$ cat src/rtl/matrix_pingpong_buffer.sv
// ---------------------------------------------------------------------------
// matrix_pingpong_buffer
//
// Two-bank (ping-pong) DIM x DIM matrix operand buffer. One bank is filled
// from a row-major element stream while the other bank's complete matrix is
// held on a flat output bus for the multiplier array.
//
// Ports:
//   clk         system clock, all state changes on its rising edge
//   rst         asynchronous, active-high reset
//   wr_valid    input element valid
//   wr_ready    buffer can accept an element (bank being loaded not full)
//   wr_data     input element, row-major stream
//   clear       synchronous abort of the partially loaded bank
//   transpose   present the next matrix transposed (sampled on output load)
//   rd_valid    mat_data holds a complete matrix
//   rd_ready    consumer accepts mat_data
//   mat_data    matrix, element k = r*DIM+c at bits [k*DATA_W +: DATA_W]
//   bank_full   per-bank full flags
//   load_count  elements accepted into the bank currently loading
// ---------------------------------------------------------------------------
module matrix_pingpong_buffer #(
    parameter int DATA_W = 8,
    parameter int DIM    = 3,
    parameter int CNT_W  = 4
) (
    input  logic                       clk,
    input  logic                       rst,
    input  logic                       wr_valid,
    output logic                       wr_ready,
    input  logic [DATA_W-1:0]          wr_data,
    input  logic                       clear,
    input  logic                       transpose,
    output logic                       rd_valid,
    input  logic                       rd_ready,
    output logic [DIM*DIM*DATA_W-1:0]  mat_data,
    output logic [1:0]                 bank_full,
    output logic [CNT_W-1:0]           load_count
);

    localparam int                 N        = DIM * DIM;
    localparam logic [CNT_W-1:0]   LAST_IDX = CNT_W'(N - 1);

    typedef enum logic {
        ST_EMPTY   = 1'b0,
        ST_PRESENT = 1'b1
    } rd_state_t;

    // Bank storage: read in parallel as a whole matrix, so it lives in fabric
    // registers rather than a block RAM. Contents need no reset.
    logic [DATA_W-1:0] bank_mem [2][N];

    // Write-side state
    logic             wsel_q,       wsel_d;
    logic [CNT_W-1:0] load_count_q, load_count_d;
    logic [1:0]       bank_full_q,  bank_full_d;

    // Read-side FSM state and registered outputs
    rd_state_t             state_q;
    logic                  rsel_q;
    logic                  rd_valid_q;
    logic [N*DATA_W-1:0]   mat_data_q;

    // Candidate output images of the read bank
    logic [N*DATA_W-1:0]   mat_plain;
    logic [N*DATA_W-1:0]   mat_trans;
    logic [N*DATA_W-1:0]   mat_next;

    logic wr_accept;
    logic wr_last;
    logic rd_release;

    // -----------------------------------------------------------------------
    // Handshake decode
    // -----------------------------------------------------------------------
    assign wr_ready   = ~bank_full_q[wsel_q];
    assign wr_accept  = wr_valid & wr_ready & ~clear;   // clear drops the beat
    assign wr_last    = (load_count_q == LAST_IDX);
    assign rd_release = (state_q == ST_PRESENT) & rd_ready;

    // -----------------------------------------------------------------------
    // Write-side next state. Completion sets the flag of the loading bank and
    // release clears the flag of the presented bank; these can never target
    // the same bank on one edge (set needs it empty, release needs it full).
    // -----------------------------------------------------------------------
    always_comb begin
        bank_full_d  = bank_full_q;
        load_count_d = load_count_q;
        wsel_d       = wsel_q;

        if (wr_accept && wr_last) begin
            bank_full_d[wsel_q] = 1'b1;
        end
        if (rd_release) begin
            bank_full_d[rsel_q] = 1'b0;
        end

        if (clear) begin
            load_count_d = '0;
        end else if (wr_accept) begin
            if (wr_last) begin
                load_count_d = '0;
                wsel_d       = ~wsel_q;
            end else begin
                load_count_d = load_count_q + 1'b1;
            end
        end
    end

    always_ff @(posedge clk or posedge rst) begin
        if (rst) begin
            wsel_q       <= 1'b0;
            load_count_q <= '0;
            bank_full_q  <= 2'b00;
        end else begin
            wsel_q       <= wsel_d;
            load_count_q <= load_count_d;
            bank_full_q  <= bank_full_d;
        end
    end

    always_ff @(posedge clk) begin
        if (wr_accept) begin
            bank_mem[wsel_q][load_count_q] <= wr_data;
        end
    end

    // -----------------------------------------------------------------------
    // Output image: element k = r*DIM+c comes from stored k, or from stored
    // c*DIM+r when transposing.
    // -----------------------------------------------------------------------
    generate
        for (genvar gi = 0; gi < N; gi++) begin : g_elem
            localparam int ROW = gi / DIM;
            localparam int COL = gi % DIM;
            assign mat_plain[gi*DATA_W +: DATA_W] = bank_mem[rsel_q][gi];
            assign mat_trans[gi*DATA_W +: DATA_W] = bank_mem[rsel_q][COL*DIM + ROW];
        end
    endgenerate

    assign mat_next = transpose ? mat_trans : mat_plain;

    // -----------------------------------------------------------------------
    // Read FSM. The output register loads one edge after the bank becomes
    // full, and is frozen while presented so transpose is ignored there.
    // -----------------------------------------------------------------------
    always_ff @(posedge clk or posedge rst) begin
        if (rst) begin
            state_q    <= ST_EMPTY;
            rsel_q     <= 1'b0;
            rd_valid_q <= 1'b0;
            mat_data_q <= '0;
        end else begin
            case (state_q)
                ST_EMPTY: begin
                    if (bank_full_q[rsel_q]) begin
                        mat_data_q <= mat_next;
                        rd_valid_q <= 1'b1;
                        state_q    <= ST_PRESENT;
                    end
                end
                ST_PRESENT: begin
                    if (rd_ready) begin
                        rsel_q     <= ~rsel_q;
                        rd_valid_q <= 1'b0;
                        state_q    <= ST_EMPTY;
                    end
                end
                default: begin
                    state_q    <= ST_EMPTY;
                    rd_valid_q <= 1'b0;
                end
            endcase
        end
    end

    assign rd_valid   = rd_valid_q;
    assign mat_data   = mat_data_q;
    assign bank_full  = bank_full_q;
    assign load_count = load_count_q;

endmodule

$ cat config.mk
export PLATFORM = sky130hd
export DESIGN_NAME = matrix_pingpong_buffer
export DESIGN_NICKNAME = d
export VERILOG_FILES = /design/src/rtl/matrix_pingpong_buffer.sv
export SDC_FILE = /design/constraint.sdc
export NUM_CORES = 1
export LEC_CHECK = 0
export ABC_AREA = 0
export BUFFER_PORTS_ARGS = -buffer_cell sky130_fd_sc_hd__buf_2
export CORE_MARGIN = 2
export CORE_UTILIZATION = 25
export CTS_CLUSTER_SIZE = 28
export DETAILED_ROUTE_END_ITERATION = 16
export HOLD_SLACK_MARGIN = 0.12
export PLACE_DENSITY = 0.44
export SLEW_MARGIN = 40
export SYNTH_ARGS = -nofsm -noshare
export SYNTH_HDL_FRONTEND = slang
export SYNTH_SLANG_ARGS = --single-unit
$ cat constraint.sdc
create_clock -name clk -period 2.35 [get_ports clk]
set_input_delay 0.3525 -clock clk [delete_from_list [all_inputs] [get_ports clk]]
set_output_delay 0.3525 -clock clk [all_outputs]
set_load 0.005 [all_outputs]
Word-level counts from Yosys, hierarchy flattened
Memory sizes are Yosys's and may differ from the RTL's. Cells that the tools add are included.

Reduce and logical (&&, ||, !) cells: 9. Equal/unequal tests: 3. Mux-type cells: 24. Magnitude comparators: 6. Bitwise logic cells: 12. Add/subtract/negate cells: 1.

Operator list (number): $mux W72 (1); $mux W64 (1); $demux W8 S4 (1); $mux W4 (3); $mux W1 (11); $mux W8 (1); $reduce_and A2 Y1 (3); $ge A5 B5 Y1 const B (1); $lt A5 B1 Y1 const B (1); $not A1 Y1 (5); $not A4 Y5 (1); $add A4 B1 Y4 const B (1); $eq A4 B4 Y1 const B (1); $logic_and A1 B1 Y1 (4); $lt A1 B2 Y1 const B (2); $mux W2 (2); $ne A2 B2 Y1 const B (2); $pmux W1 S2 (2); $and A1 B1 Y1 (3); $reduce_and A3 Y1 (1); $and A2 B2 Y2 (1); $demux W1 S1 (2); $ge A1 B1 Y1 const B (2); $not A2 Y2 (1); 2 further kinds (2).

Word-level logic and storage cells: 63. Input port bits: 14. Register bits after elaboration: 82. Output and inout port bits: 80. Memories: 1. Memory bits (writable): 144.

Memories: bank_mem (words 2, bits a word 72, read ports 1, clocked after memory_dff 0, write ports 1, line 51) `logic [DATA_W-1:0] bank_mem [2][N];`.

Logic depth before layout (Yosys ltp)
Word-level depth: 9. Gate-level depth with buffers: 5. Mapped depth without buffers: 5.

Worst setup path after synthesis
OpenSTA, ideal clock, no wires.

Path type: register -> register. Start point: register load_count_q[0], in the netlist load_count[0]. End point: memory bank_mem[0][0] (netlist bit), enable pin. Setup time: 0.401 ns. Cell stages (with the launch flop): 5. Arrival: 1.889 ns. Required time: 1.949 ns. Setup slack: 0.060 ns. Cells stage by stage: dfrtp_1 inv_1 ha_1 nand3b_1 nor4b_1.

Longest elaborated chain between the ends: 6. Elaborated cells between the ends (all ways): 7.

RTL lines: start: declaration (line 55) `logic [CNT_W-1:0] load_count_q, load_count_d;`; start signal: assignment (line 117) `load_count_q <= load_count_d;`; $not A4 Y5 (not written as such) (*) (line 124) `bank_mem[wsel_q][load_count_q] <= wr_data;`; $ge A5 B5 Y1 (not written as such) or $lt A5 B1 Y1 (tied branches) (line 124); $logic_and A1 B1 Y1 (not written as such) (line 124); $mux W8 (not written as such) (line 124); $demux W8 S4 (*) (line 124); $mux W72 (not written as such) (*) (line 124); end: declaration (line 51).

Mark *: on every way between the ends. The rest lies on a longest branch, timed or not.

Worst setup path in the final report
Start point: register wsel_q. End point: output wr_ready.

Longest elaborated chain between the ends: 3.

RTL lines: start: declaration (line 54) `logic wsel_q, wsel_d;`; start signal: assignment (line 116) `wsel_q <= wsel_d;`; $mux W1 (not written as such) (2 in a row) (line 76) `assign wr_ready = ~bank_full_q[wsel_q];`; $not A1 Y1 (line 76); end: declaration (line 30) `output logic wr_ready,`.

No other way between the ends. The select of a mux whose other input is x is not followed.

==> impl_metrics.ini <==
[floorplanning]
core-area_mm2 = 0.0364
start_util_pct = 25.2
row_count = 70
die_x_um = 196
ioPinCount = 94
dieArea_mm2 = 0.0383
fp.dieH_um = 196

[cells_and_area]
multi_input_area_mm2 = 0.00263
layout_common_cells = edfxtp_1 (144), buf_2 (93), dfrtp_1 (81)
n_antenna_cell = 0
drive_gt1_share_pct = 50.1
fillers = 3541
seq_area_mm2 = 0.00638
final_common_cell = edfxtp_1
nNetsFinal = 612
areaGrowthSynthToFinish_pct = 22.9

[synthesis]
yosys.area.top_type = edfxtp_1
synth_seq_area_share_pct = 69.3
synth_xor_xnor_area_share_pct = 0.191
synth_compound_gate_area_share_pct = 0.898
synth_cells = 462
yosysWarnings = 0
synthSimpleGateAreaFrac_pct = 2.10
netlist_area_mm2 = 0.00920
ys_ff_latch = 226
synth_cell_types = 32
muxShareOfSynthArea_pct = 24.8
syn_avg_cell_area_um2 = 19.9
synth_fa_ha_area_share_pct = 0.544
synth_top_family_by_area = multiplexers
syn-num-nets = 480
synth_top_area_share_pct = 47.0
netlist_top_cells_area = edfxtp_1 (47%), dfrtp_1 (22%), mux4_2 (12%)

[worst_setup_path]
cpPeakStageDelay_ps = 490
required_ps = 2000
crit_cells = 3
path_max_fanout = 10
crit_path_start_kind = flip-flop
worstReg2RegEnd = load_count[0]
reg2reg_slack_ps = 380
crit_buf_inv = 2
critPathLaunch = wsel_q
worstPathCellList = mux2_2 -> inv_2 -> buf_2
cp_top_family = flip-flops
worstPathArrival_ps = 1770
critPathCaptureType = primary output
r2r-start = wsel_q
crit_type = flip-flop to primary output
r2r.worst_path.cells = 5
critical_path.slowest_cell = dfrtp_1

[route]
drt_iter0_drc = 292
drtPass1Iterations = 4
postRouteAntennaNets = 0
via_per_inst = 4.34
drc = 0
via_count = 4697
wl_um = 21100
routedWlPerCell_um = 19.5

[place]
place_hpwl_um = 14400
io_buffers = 93
gp_congestion = 0.742

[clock_network]
postCtsResizedCells = 0
clk_latency_ps = 530
hold_buffers = 5
cts_root_buf = clkbuf_16
cts_tree = yes
cts_buffers = 27
htreeDepth = 1
post_cts_buffers = 0
clk_path_buf_depth = 3
path_clk_slew_ps = 60
cts.sinks = 226

[hold_path]
hold_path_class = input port to flip-flop
whs_endpoint = bank_mem[1][7]
hold_path_startpoint = wr_data[7]
holdPathStages = 1

[grt]
grt_max_degree = 52
grt_pass1_vias = 5114
overflow = 0
grt_antenna_before_repair = 0
grt_util_all_layers_pct = 11.2
grt_pass1_wl_um = 32600

[timing]
max_freq_mhz = 471
finalCriticalPeriod_ps = 2120
relSlewSlack_pct = 51.8
slew_violations = 0
worst_pin_slew_ps = 722
holdWs_ps = 269
rsz0062_at_grt = false
fin_setup_tns_ps = 0
finalHoldViolCount = 0
skew_ps = 14.8
fin_crit_sh_pct = 90.4
setup_viol = 0

[run]
cap_violations = 0

[run_status]
status = finished clean

[pwr]
p_leak_nw = 4.20
vdd_ir_drop_max_mv = 0.541
cellPowerDensity_mw_per_mm2 = 1100
## state kept, by name, indices dropped and copies added (netlist names)
signal      count
mat_data       72
wsel_q          1
bank_full       2
rd_valid        1
state_q         1
load_count      4
rsel_q          1
bank_mem      144
## through the flow
stage          instance area, um^2  utilization [%]  std cells  total power (W)  setup slack, ps
2_1_floorplan                 9200                -        462          0.00741             59.7
3_3_place_gp                 10400             28.5       1028          0.00853              488
3_5_place_dp                 10400             28.5       1028          0.00859              470
4_1_cts                      11300             31.0       1083           0.0127              218
5_1_grt                      11300             31.0       1083           0.0131              138
6_report                     11300             31.0       1083           0.0124              226
## synth_stat cells (all sizes together)
| master | number |
|---|---|
| edfxtp | 144 |
| mux2 | 97 |
| dfrtp | 82 |
| mux4 | 48 |
| buf | 19 |
| nor2 | 19 |
| inv | 7 |
| nand3 | 6 |
| nand2 | 5 |
| a21oi | 4 |
| ha | 4 |
| o21ai | 4 |
| a31oi | 3 |
| clkbuf | 3 |
| nand4 | 3 |
| mux2i | 2 |
| nand3b | 2 |
| nor2b | 2 |
| xnor2 | 2 |
| a21o | 1 |
| and2 | 1 |
| and3b | 1 |
| nor4b | 1 |
| o22a | 1 |
| o31ai | 1 |
## how the worst max path moves through the flow
stage / to / slack (ps)
floorplan: bank_mem[0][0] / 60
global placement: bank_mem[0][10] / 490
detailed placement: bank_mem[0][10] / 470
CTS: wr_ready / 220
global route: wr_ready / 140
finish: wr_ready / 230
## cell type report
| type | count | area share [%] |
|---|---|---|
| sequential | 226 | 56.4 |
| inverter | 7 | 0.266 |
| timing repair buffer | 125 | 7.13 |
| tap | 468 | 5.18 |
| clock buffer | 37 | 6.40 |
| multi-input combinational | 207 | 23.3 |
| clock inverter | 13 | 1.28 |
## power by group
part           total (W)  switching [W]  internal [W]
Combinational    0.00305        0.00120       0.00184
Clock            0.00404        0.00156       0.00248
Sequential       0.00535       0.000424       0.00493
Total             0.0124        0.00319       0.00925
## per-layer routing
layer / GRT usage [%] / vias up / wire length, um / share of wire (%)
met2: 18.9 / 124 / 10300 / 49
met1: 14.6 / 2449 / 9350 / 44
met3: 2.65 / 26 / 1100 / 5.2
li1: - / 2098 / - / -
met5: 0 / - / 0 / 0
met4: 2.55 / 0 / 361 / 1.7
## cells by family (layout without fill, tap and decap cells)
family / Yosys count / count (layout)
AOI/OAI and AO/OA: 14 / 14
xor gates and xnor gates: 2 / 2
adders and majority gates: 4 / 4
buffers and inverters: 29 / 182
DFF: 226 / 226
muxes: 147 / 147
and+or+nand+nor: 40 / 40
## worst reg2reg max path: stages, from the launching register on
cell and delay (ps):
dfrtp_1 490, mux2_2 420, inv_2 160, nand4_1 120
a21oi_1 160, dlygate4sd3_1 570
Power figures use the tool's default switching activity.
